`config.mk`:
```
export PLATFORM = sky130hd
export DESIGN_NAME = mem_access_unit
export DESIGN_NICKNAME = d
export VERILOG_FILES = /design/src/rtl/mem_access_unit.sv
export SDC_FILE = /design/constraint.sdc
export NUM_CORES = 1
export LEC_CHECK = 0
export ABC_AREA = 1
export CAP_MARGIN = 20
export CORE_ASPECT_RATIO = 0.8
export CORE_MARGIN = 2
export CORE_UTILIZATION = 40
export DETAILED_ROUTE_END_ITERATION = 16
export PLACE_DENSITY = 0.86
export SETUP_SLACK_MARGIN = 0.4
export SYNTH_ARGS = -nofsm -noshare
export SYNTH_HDL_FRONTEND = slang
export SYNTH_SLANG_ARGS = --single-unit
export TNS_END_PERCENT = 20
```
`constraint.sdc`:
```
create_clock -name clk -period 4.33 [get_ports clk]
set_input_delay 1.299 -clock clk [delete_from_list [all_inputs] [get_ports clk]]
set_output_delay 1.299 -clock clk [all_outputs]
set_load 0.02 [all_outputs]
```
`src/rtl/mem_access_unit.sv`:
```
// MEM-stage data-memory access unit: request/grant/response bus handshake,
// byte-lane enables and store replication, load extraction and extension.
module mem_access_unit #(
    parameter int TIMEOUT_CYCLES = 255
) (
    input  logic        clk,
    input  logic        reset,
    input  logic        mem_read,
    input  logic        mem_write,
    input  logic [1:0]  mask_mode,
    input  logic        sext,
    input  logic [31:0] addr,
    input  logic [31:0] wdata,
    output logic        bus_req,
    output logic        bus_we,
    output logic [31:0] bus_addr,
    output logic [3:0]  bus_be,
    output logic [31:0] bus_wdata,
    input  logic        bus_gnt,
    input  logic        bus_rvalid,
    input  logic [31:0] bus_rdata,
    output logic [31:0] rdata,
    output logic        stall,
    output logic        misalign,
    output logic        bus_err,
    output logic [1:0]  debug_state
);
    typedef enum logic [1:0] {
        IDLE = 2'd0,
        REQ  = 2'd1,
        RSP  = 2'd2,
        DONE = 2'd3
    } state_t;

    localparam logic [7:0] LAST_CNT = 8'(TIMEOUT_CYCLES - 1);

    state_t      state, state_next;
    logic [7:0]  cnt;
    logic [1:0]  off_q, mode_q;
    logic        sext_q;
    logic        access, misaligned, start, timeout, load_done;
    logic [3:0]  be_next;
    logic [31:0] wdata_next, shifted, extracted;

    assign access = mem_read | mem_write;

    always_comb begin
        misaligned = 1'b0;
        be_next    = 4'hF;
        wdata_next = wdata;
        case (mask_mode)
            2'd0: begin
                be_next    = 4'b0001 << addr[1:0];
                wdata_next = {4{wdata[7:0]}};
            end
            2'd1: begin
                misaligned = addr[0];
                be_next    = 4'b0011 << addr[1:0];
                wdata_next = {2{wdata[15:0]}};
            end
            default: misaligned = (addr[1:0] != 2'b00);
        endcase
    end

    assign start = (state == IDLE) && access && !misaligned;

    // Completion (gnt / rvalid) wins over a timeout landing on the same cycle.
    always_comb begin
        state_next  = state;
        timeout     = 1'b0;
        load_done   = 1'b0;
        bus_req     = (state == REQ);
        stall       = start || (state == REQ) || (state == RSP);
        misalign    = (state == IDLE) && access && misaligned;
        debug_state = state;
        case (state)
            IDLE: if (start) state_next = REQ;
            REQ: begin
                if (bus_gnt) begin
                    state_next = bus_we ? DONE : RSP;
                end else if (cnt == LAST_CNT) begin
                    state_next = DONE;
                    timeout    = 1'b1;
                end
            end
            RSP: begin
                if (bus_rvalid) begin
                    state_next = DONE;
                    load_done  = 1'b1;
                end else if (cnt == LAST_CNT) begin
                    state_next = DONE;
                    timeout    = 1'b1;
                end
            end
            DONE: state_next = IDLE;
            default: state_next = IDLE;
        endcase
    end

    assign shifted = bus_rdata >> {off_q, 3'b000};

    always_comb begin
        case (mode_q)
            2'd0:    extracted = sext_q ? {{24{shifted[7]}}, shifted[7:0]}
                                        : {24'h0, shifted[7:0]};
            2'd1:    extracted = sext_q ? {{16{shifted[15]}}, shifted[15:0]}
                                        : {16'h0, shifted[15:0]};
            default: extracted = bus_rdata;
        endcase
    end

    always_ff @(posedge clk or posedge reset) begin
        if (reset) state <= IDLE;
        else       state <= state_next;
    end

    always_ff @(posedge clk or posedge reset) begin
        if (reset) begin
            cnt       <= 8'd0;
            off_q     <= 2'd0;
            mode_q    <= 2'd0;
            sext_q    <= 1'b0;
            bus_we    <= 1'b0;
            bus_addr  <= 32'd0;
            bus_be    <= 4'd0;
            bus_wdata <= 32'd0;
            rdata     <= 32'd0;
            bus_err   <= 1'b0;
        end else begin
            bus_err <= timeout;
            if (start) begin
                cnt       <= 8'd0;
                off_q     <= addr[1:0];
                mode_q    <= mask_mode;
                sext_q    <= sext;
                bus_we    <= mem_write;
                bus_addr  <= {addr[31:2], 2'b00};
                bus_be    <= be_next;
                bus_wdata <= wdata_next;
            end else if (state == REQ || state == RSP) begin
                cnt <= cnt + 8'd1;
            end
            // Only loads touch rdata; a store timeout leaves the last load result.
            if (load_done)              rdata <= extracted;
            else if (timeout && !bus_we) rdata <= 32'd0;
        end
    end
endmodule

```
# Word-level counts from Yosys, hierarchy flattened
# Cells that the tools add are included.
# totals
register_bits	115
out_inout_bits	107
rom_bits	0
ram_bits	0
wordCells	60
n_memories	0
in_bits	105
latch_bits	0
# op_classes
muxes	22
magnitude_cmp	0
reduce_logical	15
n_div	0
add_sub_neg	1
n_bitwise	1
n_eq_ne	7
mul	0
n_shift	3
# op_table
cell	count
2-to-1 mux 32 bit	4
one-hot mux 32 bit (2 select lines)	2
right shift 32 x 5 -> 16 bit	1
2-to-1 mux 8 bit	2
adder 8 x 1 -> 8 bit (second input constant)	1
equality test 8 bit (second input constant)	1
2-to-1 mux 2 bit	4
one-hot mux 2 bit (4 select lines)	1
one-hot mux 4 bit (2 select lines)	1
equality test 2 x 1 -> 1 bit (second input constant)	3
logical NOT 2 bit	3
2-to-1 mux 1 bit	6
nonzero test 2 bit	3
equality test 2 bit (second input constant)	2
logical AND 1 bit	4
one-hot mux 1 bit (2 select lines)	2
left shift 1 x 2 -> 4 bit (first input constant)	1
left shift 2 x 2 -> 4 bit (first input constant)	1
logical OR 1 bit	3
logical NOT 1 bit	2
inequality test 2 bit (second input constant)	1
bitwise OR 1 bit	1

# Depth between registers and ports, before layout
# Gate-level depths: netlist of the first run.
# logic_depth
word_depth	7
depth_mapped	10
depth_no_buf	9

# Least setup slack after synthesis of the first run
# No wires, ideal clock.
# synth_path
path_type	input to output
startpoint	in mem_write
endpoint	out stall
t_arrival_ns	2.215
slack_ns	0.816
path_buffers	2
t_required_ns	3.031
cell_stages	7
cell_sequence	o21a_1 nand2_1 nand2_1 inv_2 buf_4 buf_4 nand3_1
# synth_between
elab_chain_cells	5
# synth_lines
element	line_no	rtl
start, declared	9	input logic mem_write,
bitwise OR 1 bit	45	assign access = mem_read | mem_write;
logical AND 1 bit (2 in a row)	65	assign start = (state == IDLE) && access && !misaligned;
logical OR 1 bit (2 in a row)	73	stall = start || (state == REQ) || (state == RSP);
end, declared	23	output logic stall,
# Every way passes these cells.

# Worst setup path in the final report of the first run
# layout_path
startpoint	in addr[0]
endpoint	out misalign
# layout_between
elab_chain_cells	3
# layout_lines
element	line_no	rtl
start, declared	12	input logic [31:0] addr,
nonzero test 2 bit	61	default: misaligned = (addr[1:0] != 2'b00);
one-hot mux 1 bit (2 select lines) *	51	case (mask_mode)
logical AND 1 bit *	74	misalign = (state == IDLE) && access && misaligned;
end, declared	24	output logic misalign,
# Every way passes the cells marked *; elsewhere a longest branch is shown, timed or not.

==> results of run 1 <==
-- layout make-up --
| type | count | area share, % |
|---|---|---|
| clock inverters | 14 | 1.71 |
| well taps | 180 | 2.65 |
| repair buffers | 220 | 25.7 |
| clock buffers | 18 | 5.18 |
| flip-flops and latches | 115 | 33.9 |
| multi-input cells | 541 | 28.7 |
| inverters | 46 | 2.08 |
-- worst paths after layout --
path,to,slack [ns]
max in group asynchronous,bus_addr[21],2.21
min in group asynchronous,bus_addr[31],1.35
hold / removal,bus_addr[18],0.47
setup / recovery,misalign,0.52
hold reg to reg,bus_addr[18],0.47
setup reg to reg,debug_state[0],2.08
-- metal layers --
| metal | vias to the layer above | wire length, um |
|---|---|---|
| li1 | 2750 | - |
| met1 | 2586 | 7280 |
| met2 | 248 | 8150 |
| met3 | 21 | 1780 |
| met4 | 0 | 294 |
| met5 | - | 0 |
-- critical path, delay by kind of cell --
family	cells	cell delay (ns)
AO/OA/AOI/OAI	1	0.09
buffers and inverters	2	0.93
AND/OR/NAND/NOR	1	0.19
-- logic make-up (layout without fill, tap and decap cells) --
logic type               after synthesis  in the layout
AO/OA/AOI/OAI                         94             94
XOR/XNOR                               5              5
adder cells (fa/ha/maj)                7              7
buffers and inverters                 85            298
flip-flops                           115            115
other                                  1              2
AND/OR/NAND/NOR                      433            433
-- per-stage QoR --
step | area (sq um) | instances | util (%)
global placement | 7900 | 1102 | 57.5
CTS | 8480 | 1134 | 61.7
global route | 8480 | 1134 | 61.7
detailed placement | 7900 | 1102 | 57.5
floorplan | 5700 | 741 | -
finish | 8480 | 1134 | 61.7
-- sequential cells by signal, indices dropped and copies added (netlist names), 2 cells and up --
name         flops
rdata           32
bus_be           4
debug_state      2
bus_wdata       32
cnt              8
mode_q           2
bus_addr        30
off_q            2
-- cell usage in the layout (no fill, tap or decap), types with 5 or more instances in the layout --
cell             count
a21oi_1             32
a31oi_1             13
inv_1               40
dfrtp_1            115
nand2_1            301
nand3_1             57
clkinv_4             5
buf_4               10
nor2_2               5
nand2_2             13
o31ai_1              5
clkdlybuf4s50_1    206
o21ai_1             18
nor2_1              49
ha_1                 7
o21ai_0             12
clkbuf_16           17
-- power breakdown --
group          leakage [nW]  switching [mW]  total (mW)  internal (mW)
clock                 0.278           0.559        1.38          0.821
sequential             1.43           0.363        1.92           1.56
combinational          2.40            1.69        2.98           1.29
-- repair_timing --
action	CTS	global route
setup endpoints to repair	2	2
endpoints found under the hold margin	0	0
gates cloned	0	0
resized for setup	2	5
==> qor.yml, run 1 <==
timing:
  fmax_ghz: 0.262
  whs_ns: 0.470
  fin_ws_ns: 0.518
  finalCritPeriodShare_pct: 88.0
  skew_ns: 0.00923
  maxSlewHeadroom_pct: 35.1
  report.final.slew_viol_count: 0
  rsz0062_at_grt: "false"
  hold_violations: 0
  tns_ns: 0
  tightest_slew_ns: 0.973
  setup_viol: 0
  period_needed_ns: 3.81
clocking:
  h-tree-depth: 4
  cts_buffers: 17
  holdBufCountCts: 0
  clock_path_buffers: 2
  cts_tree: "yes"
  clock_sinks: 115
  clkLatencyLatePin_ns: 0.41
  clkTransAtPathRegs_ns: 0.06
  post-cts-setup-buffer-count: 0
  root_buffer: "clkbuf_16"
grt:
  met3_usage_pct: 7.77
  grt_pass1_vias: 5441
  grt_max_degree: 85
  grt.busiest_layer: "met2"
  grt-ovfl-total: 0
  grt_pass1_wl_um: 27700
  grt_util_all_layers_pct: 23.4
  met1_usage_pct: 29.9
  gr-usage-met2_pct: 37.2
  antenna_found_initial: 0
cells_and_area:
  drive_gt1_share_pct: 7.44
  final_nets: 1053
  seqCellArea_sq_um: 2880
  fill_cells: 1179
  area_delta_synth_final_pct: 49.1
  antennaDiodeCount: 0
  multi_input_area_sq_um: 2440
floorplanning:
  start_util_pct: 41.4
  die_area_sq_um: 15200
  io_pins: 212
  rows: 38
  core-area_sq_um: 13700
  die_w_um: 137
  die_h_um: 111
outcome:
  status: "finished, final reports clean"
synth:
  synth_top_area_cell: "dfrtp_1"
  synth_common_cells: "nand2_1 (302), dfrtp_1 (115), nand3_1 (57)"
  ys_warn_count: 0
  synth_top_area_share_pct: 50.6
  synth_mux_area_share_pct: 0
  synth_top_family_by_area: "simple AND/OR/NAND/NOR gates"
  synth-simple-area-share_pct: 30.9
  synth_cell_types: 33
  synth.most_common_cell: "nand2_1"
  synth-seq-cells: 115
  synth-xor-area-share_pct: 0.769
  postSynthCellCount: 740
  mappedNetlistArea_sq_um: 5690
  seq_area_frac_synth_pct: 50.6
  synth_edf_count: 0
  synth_area_leaders: "dfrtp_1 (51%), nand2_1 (20%), nand3_1 (5.0%)"
  synth-compound-area-share_pct: 9.30
  ys.flop_type: "dfrtp_1"
  syn_avg_cell_area_sq_um: 7.69
  synth_fa_ha_area_share_pct: 1.54
  async_flop_share_pct: 100
hold_path:
  hold_class: "reg2reg"
  timing.hold.worst.start: "bus_addr[18]"
  min_path_cells: 2
detailed_routing:
  wire_per_inst_um: 15.4
  drt.antenna.violating_nets: 0
  drt_iter0_drc: 433
  dr.pass1.iters: 5
  drc_errors: 0
  vias: 5605
  via_per_inst: 4.94
  wirelength_um: 17500
flow_run:
  maxCapViolations: 0
critical_path:
  r2r-start: "debug_state[0]"
  crit_type: "in2out"
  endpoint_kind: "primary output"
  critPathLaunch: "addr[0]"
  crit_chain: "clkdlybuf4s50_1 -> a21oi_2 -> nor3b_1 -> dlygate4sd2_1"
  worst_setup_path_start_kind: "input pin"
  required_ns: 3.03
  cpPeakStageDelay_ns: 0.56
  crit_fanout: 3
  slowest_stage: "clkdlybuf4s50_1"
  cp.arrival_ns: 2.51
  rr_worst_depth: 9
power_and_ir_drop:
  p_leak_nw: 4.11
  power_density_nw_per_um2: 740
  p_total_mw: 6.28
  ir_drop_uv: 419
placement:
  io_buffers: 209
  post-dp-hpwl_um: 12300
  pre_cts_ws_ns: 0.0814
  gp_congestion: 0.870
Power figures use the tool's default switching activity.
==> run 2, diff against run 1 <==
- SETUP_SLACK_MARGIN: 0.4 -> 0.3
==> run 2 against run 1 <==
Compared with the run above: clock power hardly changed; total power about the same; first-iteration DRC count is 3.0% lower; sequential share of layout area is essentially flat; largest cell class unchanged.
==> qor.yml, run 2 (synthesized netlist as in run 1, its figures left out) <==
outcome:
  status: "finished, final reports clean"
floorplanning:
  die_h_um: 111  # unchanged
  rows: 38  # unchanged
  io_pins: 212  # unchanged
  core-area_sq_um: 13700  # unchanged
  die_w_um: 137  # unchanged
  start_util_pct: 41.4  # unchanged
  die_area_sq_um: 15200  # unchanged
timing:
  tns_ns: 0  # unchanged
  report.final.slew_viol_count: 0  # unchanged
  setup_viol: 0  # unchanged
  maxSlewHeadroom_pct: 33.5  # -1.7 points
  skew_ns: 0.0146  # +0.00533 ns
  rsz0062_at_grt: "true"
  period_needed_ns: 3.96  # +0.146 ns
  tightest_slew_ns: 0.998  # +0.0254 ns
  finalCritPeriodShare_pct: 91.4  # +3.4 points
  fmax_ghz: 0.253  # -3.7%
  hold_violations: 0  # unchanged
critical_path:
  crit_chain: "clkdlybuf4s50_1 -> a21oi_1 -> nand2_1 -> nand2_2 -> inv_2 -> nand3_1 -> dlygate4sd2_1"
  cp.arrival_ns: 2.66  # +0.15 ns
  crit_fanout: 2  # -1
  slowest_stage: "clkdlybuf4s50_1"
  cpPeakStageDelay_ns: 0.53  # -0.03 ns
  worst_setup_path_start_kind: "input pin"
  endpoint_kind: "primary output"
  crit_type: "in2out"
  required_ns: 3.03  # about the same
clocking:
  clkLatencyLatePin_ns: 0.41  # about the same
  cts_buffers: 17  # unchanged
  h-tree-depth: 4  # unchanged
  clkTransAtPathRegs_ns: 0.06  # about the same
  root_buffer: "clkbuf_16"
  clock_path_buffers: 2  # unchanged
  clock_sinks: 115  # unchanged
  post-cts-setup-buffer-count: 0  # unchanged
  cts_tree: "yes"
  holdBufCountCts: 0  # unchanged
cells_and_area:
  fin_area_sq_um: 8480  # about the same
  seqCellArea_sq_um: 2880  # unchanged
  drive_gt1_share_pct: 7.13  # -0.31 points
  fill_cells: 1179  # unchanged
  antennaDiodeCount: 0  # unchanged
  top_regs: "bus_wdata x32, rdata x32, bus_addr x30"
  final_cell_mix: "nand2_1 (301), clkdlybuf4s50_1 (207), dfrtp_1 (115), nand3_1 (57), nor2_1 (50)"
  area_delta_synth_final_pct: 49.0  # about the same
  final_common_cell: "nand2_1"
  final_nets: 1053  # unchanged
  multi_input_area_sq_um: 2430  # -0.26%
hold_path:
  hold_class: "reg2reg"
detailed_routing:
  wirelength_um: 17500  # about the same
  drt_iter0_drc: 420  # -3.0%
  dr.pass1.iters: 6  # +1
  wire_per_inst_um: 15.4  # about the same
  drt.antenna.violating_nets: 0  # unchanged
  vias: 5623  # +0.32%
  via_per_inst: 4.96  # +0.32%
  drc_errors: 0  # unchanged
power_and_ir_drop:
  ir_drop_uv: 419  # about the same
  p_leak_nw: 4.11  # about the same
  power_density_nw_per_um2: 740  # about the same
  p_total_mw: 6.28  # about the same
grt:
  grt_pass1_wl_um: 27700  # unchanged
  grt_util_all_layers_pct: 23.4  # unchanged
  grt-ovfl-total: 0  # unchanged
  grt_pass1_vias: 5441  # unchanged
  grt_max_degree: 85  # unchanged
  antenna_found_initial: 0  # unchanged
placement:
  gp_congestion: 0.870  # unchanged
  post-dp-hpwl_um: 12300  # unchanged
  io_buffers: 209  # unchanged
  dpl_cell_area_sq_um: 7900  # unchanged
flow_run:
  maxCapViolations: 0  # unchanged
[run 2: layout make-up]
class	instances	area share (%)
flip-flops and latches	115	33.9
well taps	180	2.65
clock buffers	18	5.18
clock inverters	14	1.71
multi-input cells	541	28.7
repair buffers	220	25.8
inverters	46	2.08
[run 2: report_power, final]
group / switching (mW) / internal (mW) / total [mW]
clock: 0.558 / 0.821 / 1.38
sequential: 0.363 / 1.56 / 1.92
combinational: 1.69 / 1.29 / 2.98
[run 2: per-layer routing]
metal | routed length, um | vias up | track usage (%) | part of all wire [%]
li1 | - | 2755 | - | -
met1 | 7410 | 2607 | 29.9 | 42
met2 | 8170 | 244 | 37.2 | 47
met3 | 1680 | 17 | 7.77 | 9.6
met4 | 253 | 0 | 7.56 | 1.4
met5 | 0 | - | 0 | 0
[run 2: final timing paths]
kind	slack, ns	to	cells past startpoint	start
max in group asynchronous	2.21	bus_addr[21]	3	reset
min	0.47	bus_addr[18]	2	bus_addr[18]
min reg2reg	0.47	bus_addr[18]	2	bus_addr[18]
max reg2reg	2.07	debug_state[0]	9	debug_state[0]
max	0.37	stall	7	mask_mode[0]
min in group asynchronous	1.35	bus_addr[31]	2	reset
[run 2: timing repair]
action / in CTS / in global routing
resized for setup: 1 / 1
endpoints found under the setup margin: 2 / 2
endpoints found under the hold margin: 0 / 0
[run 2: critical path, delay by kind of cell]
| family | cells | cell delay (ns) |
|---|---|---|
| buf+inv | 3 | 0.90 |
| simple gates | 3 | 0.23 |
| compound gates | 1 | 0.22 |
[run 2: through the flow]
step | hold slack (ns) | instances | setup WS [ns] | utilization, %
after detailed placement | 0.458 | 1102 | 0.0814 | 57.5
after global placement | 0.453 | 1102 | 0.0856 | 57.5
after floorplan | 0.512 | 741 | 0.816 | -
final | 0.470 | 1134 | 0.373 | 61.7
after CTS | 0.472 | 1134 | 0.127 | 61.7
after global routing | 0.493 | 1134 | 0.273 | 61.7
